[src/rtl/reg_dump_pkg.sv]
// Shared types and sizing for the register dump path.
// REG_DUMP_HEADER_EN adds one address header byte in front of every register.
package reg_dump_pkg;

  typedef enum logic [1:0] {
    IDLE  = 2'd0,
    LATCH = 2'd1,
    SEND  = 2'd2,
    DONE  = 2'd3
  } state_t;

  localparam int DEF_DATA_WIDTH = 32;
  localparam int DEF_ADDR_WIDTH = 5;
  localparam int BYTES_PER_WORD = DEF_DATA_WIDTH / 8;

`ifdef REG_DUMP_HEADER_EN
  localparam int HDR_BYTES = 1;
`else
  localparam int HDR_BYTES = 0;
`endif

  // Byte counter width for a frame of nbytes bytes (never narrower than 1 bit).
  function automatic int cnt_width(input int nbytes);
    if (nbytes > 1) begin
      return $clog2(nbytes);
    end else begin
      return 1;
    end
  endfunction

endpackage

[src/rtl/word_byte_serializer.sv]
// Loads a frame in parallel and emits it MSB byte first over valid/ready.
// The byte and valid stay frozen while the consumer stalls.
module word_byte_serializer
  import reg_dump_pkg::*;
#(
  parameter int NBYTES = BYTES_PER_WORD + HDR_BYTES
) (
  input  logic                clk,
  input  logic                reset,
  input  logic                load,
  input  logic [NBYTES*8-1:0] word,
  input  logic                ready,
  output logic                valid,
  output logic [7:0]          data,
  output logic                last,
  output logic                fire
);

  localparam int W  = NBYTES * 8;
  localparam int CW = cnt_width(NBYTES);

  logic [W-1:0]  shreg;
  logic [CW-1:0] byte_cnt;

  assign data = shreg[W-1 -: 8];
  assign last = (byte_cnt == CW'(NBYTES - 1));
  assign fire = valid && ready;

  // Valid drops on the last accepted byte so the FSM can reload.
  always_ff @(posedge clk) begin
    if (reset) begin
      shreg    <= '0;
      byte_cnt <= '0;
      valid    <= 1'b0;
    end else if (load) begin
      shreg    <= word;
      byte_cnt <= '0;
      valid    <= 1'b1;
    end else if (fire) begin
      shreg    <= shreg << 8;
      byte_cnt <= byte_cnt + CW'(1);
      if (last) begin
        valid <= 1'b0;
      end else begin
        valid <= 1'b1;
      end
    end else begin
      shreg    <= shreg;
      byte_cnt <= byte_cnt;
      valid    <= valid;
    end
  end

endmodule

[src/rtl/reg_dump_ctrl.sv]
// Walks the register file through a spare read port and streams each word to UART TX.
// REG_DUMP_HEADER_EN prefixes each word with its zero-extended register address.
module reg_dump_ctrl
  import reg_dump_pkg::*;
#(
  parameter int DATA_WIDTH = DEF_DATA_WIDTH,
  parameter int ADDR_WIDTH = DEF_ADDR_WIDTH
) (
  input  logic                  clk,
  input  logic                  reset,
  input  logic                  start,
  output logic                  busy,
  output logic                  done,
  output logic [ADDR_WIDTH-1:0] rf_addr,
  input  logic [DATA_WIDTH-1:0] rf_data,
  output logic [7:0]            tx_data,
  output logic                  tx_valid,
  input  logic                  tx_ready
);

  localparam int NBYTES = DATA_WIDTH / 8 + HDR_BYTES;
  localparam logic [ADDR_WIDTH-1:0] LAST_ADDR = {ADDR_WIDTH{1'b1}};

  state_t state, next_state;
  logic [NBYTES*8-1:0] load_word;
  logic load, fire, last, word_done, at_last_addr;

`ifdef REG_DUMP_HEADER_EN
  assign load_word = {8'(rf_addr), rf_data};
`else
  assign load_word = rf_data;
`endif

  assign at_last_addr = (rf_addr == LAST_ADDR);
  assign word_done    = fire && last;

  always_comb begin
    next_state = state;
    load       = 1'b0;
    case (state)
      IDLE: begin
        if (start) begin
          next_state = LATCH;
        end else begin
          next_state = IDLE;
        end
      end
      LATCH: begin
        load       = 1'b1;
        next_state = SEND;
      end
      SEND: begin
        if (word_done) begin
          if (at_last_addr) begin
            next_state = DONE;
          end else begin
            next_state = LATCH;
          end
        end else begin
          next_state = SEND;
        end
      end
      DONE:    next_state = IDLE;
      default: next_state = IDLE;
    endcase
  end

  // busy/done are registered from next_state so they line up with state.
  always_ff @(posedge clk) begin
    if (reset) begin
      state   <= IDLE;
      rf_addr <= '0;
      busy    <= 1'b0;
      done    <= 1'b0;
    end else begin
      state <= next_state;
      busy  <= (next_state == LATCH) || (next_state == SEND);
      done  <= (next_state == DONE);
      if ((state == SEND) && word_done && !at_last_addr) begin
        rf_addr <= rf_addr + ADDR_WIDTH'(1);
      end else if (state == DONE) begin
        rf_addr <= '0;
      end else begin
        rf_addr <= rf_addr;
      end
    end
  end

  word_byte_serializer #(
    .NBYTES(NBYTES)
  ) u_ser (
    .clk  (clk),
    .reset(reset),
    .load (load),
    .word (load_word),
    .ready(tx_ready),
    .valid(tx_valid),
    .data (tx_data),
    .last (last),
    .fire (fire)
  );

endmodule

[config.mk]
export PLATFORM = sky130hd
export DESIGN_NAME = reg_dump_ctrl
export DESIGN_NICKNAME = d
export VERILOG_FILES = /design/src/rtl/reg_dump_pkg.sv /design/src/rtl/word_byte_serializer.sv /design/src/rtl/reg_dump_ctrl.sv
export SDC_FILE = /design/constraint.sdc
export NUM_CORES = 1
export LEC_CHECK = 0
export BUFFER_PORTS_ARGS = -buffer_cell sky130_fd_sc_hd__clkbuf_2
export CORE_MARGIN = 2
export CORE_UTILIZATION = 56
export DETAILED_ROUTE_END_ITERATION = 8
export GPL_TIMING_DRIVEN = 0
export HOLD_SLACK_MARGIN = 0.12
export PLACE_DENSITY = 0.86
export SLEW_MARGIN = 5
export SYNTH_ARGS = -nofsm -noshare
export SYNTH_HDL_FRONTEND = slang
export SYNTH_SLANG_ARGS = --single-unit
[constraint.sdc]
create_clock -name clk -period 5 [get_ports clk]
set_input_delay 0.75 -clock clk [delete_from_list [all_inputs] [get_ports clk]]
set_output_delay 0.75 -clock clk [all_outputs]
set_load 0.03 [all_outputs]
==> flow_metrics.tcl, run 1 <==
set metrics [dict create \
    outcome "complete, no violations" \
    first_iter_violations 138 \
    wl_per_cell_um 12.8 \
    synth.yosys.seq_area_share 0.436 \
    syn-instance-count 242 \
    rows 21 \
    vdd_drop_max_uv 164 \
    grt_setup_unrepaired "false" \
    drt-total-wl_mm 4.42 \
    crit_path_start "rf_addr[0]" \
    dieArea_mm2 0.00410 \
    grt_max_degree 13 \
    required_ns 5.23 \
    syn_area_mm2 0.00202 \
    drtAntennaViolNets 0 \
    die_h_um 64.1 \
    pwr-share-clk 0.238 \
    period_minus_slack_ns 2.08 \
    intPower_uw 474 \
    final_cell_mix "clkbuf_2, dfxtp_1, nand2_1" \
    finalSetupTns_ns 0 \
    num_antenna_cells 0 \
    fmax_ghz 0.482 \
    startpoint_type "flop" \
    finalSetupViolations 0 \
    core_region_area_mm2 0.00339 \
    hold_class "flop to flop" \
    crit_type "flop to flop" \
    port_buffers 49 \
    first_global_vias 1667 \
    antenna_found_initial 0 \
    pin_count 52 \
    switching_power_uw 189 \
    clk_latency_ns 0.35 \
    synth_cell_types 30 \
    synth_top_area_frac 0.436 \
    power.total_uw 663 \
    p_comb_frac 0.181 \
    fp.dieW_um 64.1 \
    finalNetCount 338 \
    cts_sinks 44 \
    overflow 0 \
    cts_buffers 5 \
    worst_slack_ns 2.92 \
    power.density_mw_per_mm2 280 \
    final_common_cell "clkbuf_2" \
    htree_levels 2 \
    crit_arrival_ns 2.30 \
    timing.rr.end "busy" \
    vias 1874 \
    total_leakage_power_nw 0.982 \
    post_cts_resized 0 \
    areaGrowthSynthToFinish_pct 17.3 \
    start_util 0.596 \
    fin_skew_ns 0.00708 \
    synth_top_area_cell "dfxtp_1" \
    syn_area_per_cell_um2 8.34 \
    grt.total_usage 0.232 \
    hold_violations 0 \
    multiInputGateArea_um2 946 \
    power.share.sequential 0.581 \
    drv_cap 0 \
    cts_setup_buffers 0 \
    seq_area_um2 881 \
    clkTransAtPathRegs_ns 0.11 \
    ys_seq_elements 44 \
    cts_root_buf "clkbuf_4" \
    cts_tree "yes" \
    endpoint "busy" \
    gp_congestion 0.839 \
    drcViolationCount 0 \
    yosysWarnings 0 \
    synthTopCellsByArea "dfxtp_1, a311oi_1, nand3_1, nand2_1, nor2_1" \
    drive_gt1_frac 0.272 \
    cts_hold_buffers 0 \
    r2r-start "rf_addr[0]" \
    worst_pin_slew_ns 0.519 \
    cp_max_fo 9 \
    dp_hpwl_mm 3.27 \
    post-route-period-util 0.415 \
    first_pass_iters 4 \
    post-place-ws_ns 2.95 \
    sw_frac_of_total 0.285 \
    syn_nets 282 \
    r2r_slack_ns 2.92 \
    routed_via_density 5.45 \
    n_fill_cell 287 \
    slew_violations 0 \
    clockBufferDepth 2 \
    grt_pass1_wl_mm 7.55 \
    end_kind "flop" \
    reg2reg_depth 9 \
    slew_headroom 0.654 \
]
[cell usage after synthesis, drive strengths merged]
cell type  number
buf            21
nand2b          7
a31oi           1
a21bo           1
nor2           26
ha              4
o21a            1
and3            2
a21oi          12
nor3            2
and4b           1
dfxtp          44
nand4           2
nand2          35
clkbuf         10
xor2            1
a211o           1
mux2i           1
inv             1
nand3          33
a31o            1
o21ai           3
nor2b           5
nand4b          3
a311oi         24
[state kept, by name, summed over array words and instances, names as in the netlist]
signal and cells:
u_ser.valid 1, busy 1, state 2, rf_addr 5, u_ser.shreg 32, u_ser.byte_cnt 2, done 1
[through the flow]
stage,hold slack (ns),cell area (um^2),util,instances
2_1_floorplan,0.448,2020,-,242
3_3_place_gp,0.459,2320,0.685,337
3_5_place_dp,0.460,2320,0.685,337
4_1_cts,0.477,2370,0.699,344
5_1_grt,0.503,2370,0.699,344
6_report,0.476,2370,0.699,344
[kinds of logic after synthesis]
logic type / Yosys count / synth area share
mux: 1 / 0.00496
flops: 44 / 0.436
buf+inv: 32 / 0.0954
simple gates: 116 / 0.273
compound gates: 44 / 0.162
fa+ha+maj: 4 / 0.0248
xor+xnor: 1 / 0.00434
[worst min-delay path by stage]
stage                        start        endpoint  slack, ns  cells after the start
detailed placement  u_ser.shreg[0]  u_ser.shreg[0]       0.46                      2
global placement    u_ser.shreg[1]  u_ser.shreg[1]       0.46                      2
finish              u_ser.shreg[0]  u_ser.shreg[0]       0.48                      2
global route        u_ser.shreg[4]  u_ser.shreg[4]       0.50                      2
CTS                 u_ser.shreg[0]  u_ser.shreg[0]       0.48                      2
floorplan           u_ser.shreg[0]  u_ser.shreg[0]       0.45                      2
[metal layers]
metal  wire length, um  up-vias  global-route usage
li1                  -      962                   -
met1              2100      839               0.337
met2              1910       63               0.341
met3               314       10              0.0458
met4                97        0              0.0815
met5                 0        -                   0
[cell type report]
class / instances / share of cell area
repair buffers: 49 / 0.104
clock buffers: 6 / 0.0174
flip-flops and latches: 44 / 0.372
multi-input cells: 166 / 0.399
plain buffers: 31 / 0.0798
inverters: 1 / 0.00158
well taps: 46 / 0.0243
clock inverters: 1 / 0.00211
[critical path, cell delays in order (launching register included)]
cell and delay [ns]:
dfxtp_1 0.36, ha_1 0.23, and3_1 0.20, ha_1 0.17, and4b_1 0.25, buf_6 0.13
nand2b_1 0.12, nand2_1 0.08, ha_1 0.28, nor2b_1 0.13
[power groups by stage]
stage	Clock, mW	Sequential [mW]	Combinational [mW]
floorplan	0	0.394	0.0801
global placement	0	0.392	0.117
detailed placement	0	0.393	0.119
CTS	0.159	0.385	0.120
global route	0.174	0.389	0.132
finish	0.158	0.385	0.120
Note: power is estimated with default switching activity, not from simulation.
==> run 2, diff against run 1 <==
--- a/config.mk
+++ b/config.mk
@@ -7,11 +7,11 @@
 export LEC_CHECK = 0
 export BUFFER_PORTS_ARGS = -buffer_cell sky130_fd_sc_hd__clkbuf_2
 export CORE_MARGIN = 2
-export CORE_UTILIZATION = 56
+export CORE_UTILIZATION = 52
 export DETAILED_ROUTE_END_ITERATION = 8
 export GPL_TIMING_DRIVEN = 0
 export HOLD_SLACK_MARGIN = 0.12
-export PLACE_DENSITY = 0.86
+export PLACE_DENSITY = 0.81
 export SLEW_MARGIN = 5
 export SYNTH_ARGS = -nofsm -noshare
 export SYNTH_HDL_FRONTEND = slang
==> constraint.sdc (replaced) <==
create_clock -name clk -period 2 [get_ports clk]
set_input_delay 0.3 -clock clk [delete_from_list [all_inputs] [get_ports clk]]
set_output_delay 0.3 -clock clk [all_outputs]
set_load 0.03 [all_outputs]
==> run 2 against run 1 <==
Effect of this change:
- power grew to 3.0 times the previous value
- critical path depth stayed put
- final area is 4.2% higher
- clock skew is 0.0024 ns lower
- clock-buffer cell count is 1 lower
- setup slack worse by 2.8 ns
- non-clock buffer count is 2 higher
- maximum frequency is 9.8% higher
- cell count is 1.5% higher
- sequential share of layout area is 1.4 points lower
- wire length is 5.9% higher
- critical path type unchanged
==> flow_metrics.tcl, run 2 (synthesis gave the netlist of run 1 again) <==
set metrics [dict create \
    placed_area_mm2 0.00233 \
    cts_sinks 44 \
    grt.total_usage 0.230 \
    clk_latency_ns 0.30 \
    first_global_vias 1644 \
    areaGrowthSynthToFinish_pct 22.2 \
    grt_max_degree 16 \
    pin_count 52 \
    fin_skew_ns 0.00470 \
    num_antenna_cells 0 \
    worst_pin_slew_ns 0.511 \
    end_kind "flop" \
    final_common_cell "clkbuf_2" \
    design_area_mm2 0.00247 \
    largest_reg_flops 32 \
    final_cell_mix "clkbuf_2, dfxtp_1, nand2_1" \
    grt_pass1_wl_mm 7.62 \
    power.density_mw_per_mm2 796 \
    r2r-start "rf_addr[0]" \
    finalNetCount 340 \
    endpoint "busy" \
    antenna_found_initial 0 \
    drt-total-wl_mm 4.68 \
    vdd_drop_max_uv 476 \
    gp_congestion 0.832 \
    cts_buffers 5 \
    grt_setup_unrepaired "false" \
    cts_hold_buffers 0 \
    timing.rr.end "busy" \
    fp.dieW_um 66.3 \
    slew_violations 0 \
    cts_root_buf "clkbuf_8" \
    cp_max_fo 4 \
    drtAntennaViolNets 0 \
    dieArea_mm2 0.00440 \
    first_pass_iters 4 \
    outcome "complete, no violations" \
    port_buffers 49 \
    biggestRegsByFlops "u_ser.shreg: 32 flops, rf_addr: 5 flops" \
    post-route-period-util 0.946 \
    core_region_area_mm2 0.00369 \
    regMostFlops "u_ser.shreg" \
    drv_cap 0 \
    dp_hpwl_mm 3.34 \
    overflow 0 \
    first_iter_violations 111 \
    clockBufferDepth 2 \
    htree_levels 2 \
    start_util 0.547 \
    wl_per_cell_um 13.4 \
    whs_ns 0.207 \
    layout.cells.non_filler 349 \
    crit_path_start "rf_addr[0]" \
    clkTransAtPathRegs_ns 0.09 \
    hold_class "input port to flop" \
    slew_headroom 0.659 \
    fmax_ghz 0.529 \
    finalSetupTns_ns 0 \
    rows 22 \
    dp_cells 339 \
    crit_type "flop to flop" \
    drcViolationCount 0 \
    reg2reg_depth 9 \
    die_h_um 66.3 \
    crit_arrival_ns 2.07 \
    vias 1911 \
    required_ns 2.18 \
    cts_tree "yes" \
    period_minus_slack_ns 1.89 \
    finalSetupViolations 0 \
    routed_via_density 5.48 \
    drive_gt1_frac 0.296 \
    total_leakage_power_nw 1.02 \
    r2r_slack_ns 0.11 \
    hold_violations 0 \
    startpoint_type "flop" \
]
## run 2: cell types whose count changed in the layout (fill, tap and decap cells not counted), sizes merged
cell,delta
clkinvlp,+1
clkbuf,-1
inv,+1
buf,+2
clkinv,-1
bufinv,+1
## run 2: report_power, final
| group | switching, mW | leakage [nW] | internal [mW] |
|---|---|---|---|
| logic | 0.176 | 0.603 | 0.122 |
| clock network | 0.324 | 0.0548 | 0.376 |
| registers | 0.0317 | 0.361 | 0.932 |
## run 2: repair_timing
action | in CTS | in global routing
buffers inserted | 0 | 2
setup endpoints to repair | 1 | 1
gates resized for setup | 1 | 1
endpoints found under the hold margin | 0 | 0
## run 2: critical path, cell delays in order, from the launching register on
cell      delay, ns
dfxtp_2        0.34
ha_2           0.19
and3_1         0.18
ha_1           0.17
and4b_1        0.25
buf_6          0.09
nand2b_4       0.11
nand2_1        0.05
ha_1           0.26
nor2b_1        0.12
## run 2: final cells by class
cell class / instances / area (um^2)
fill: 338 / 1220
multi-input combinational: 166 / 956
sequential: 44 / 883
timing repair buffer: 51 / 260
buffer: 31 / 189
clock buffer: 5 / 68.8
tap: 48 / 60.1
clock inverter: 3 / 46.3
inverter: 1 / 3.75
## run 2: worst min-delay path by stage
stage / from / to / slack, ns / depth (start not counted)
global placement: u_ser.shreg[0] / u_ser.shreg[0] / 0.46 / 2
finish: rf_data[1] / u_ser.shreg[1] / 0.21 / 3
CTS: rf_data[1] / u_ser.shreg[1] / 0.20 / 3
floorplan: rf_data[0] / u_ser.shreg[0] / 0.44 / 2
detailed placement: u_ser.shreg[0] / u_ser.shreg[0] / 0.47 / 2
global route: rf_data[7] / u_ser.shreg[7] / 0.22 / 3
## run 2: layer usage
metal,global-route usage,up-vias,share of wire
li1,-,964,-
met3,0.0596,8,0.055
met2,0.359,52,0.47
met4,0.0944,0,0.018
met5,0,-,0
met1,0.301,887,0.46
## run 2: per-stage QoR
stage / power (mW) / util / setup slack [ns]
5_1_grt: 2.05 / 0.669 / 0.0435
6_report: 1.96 / 0.669 / 0.108
2_1_floorplan: 1.19 / - / 0.0397
4_1_cts: 1.98 / 0.663 / 0.0290
3_5_place_dp: 1.28 / 0.631 / 0.00218
3_3_place_gp: 1.27 / 0.631 / 0.0232
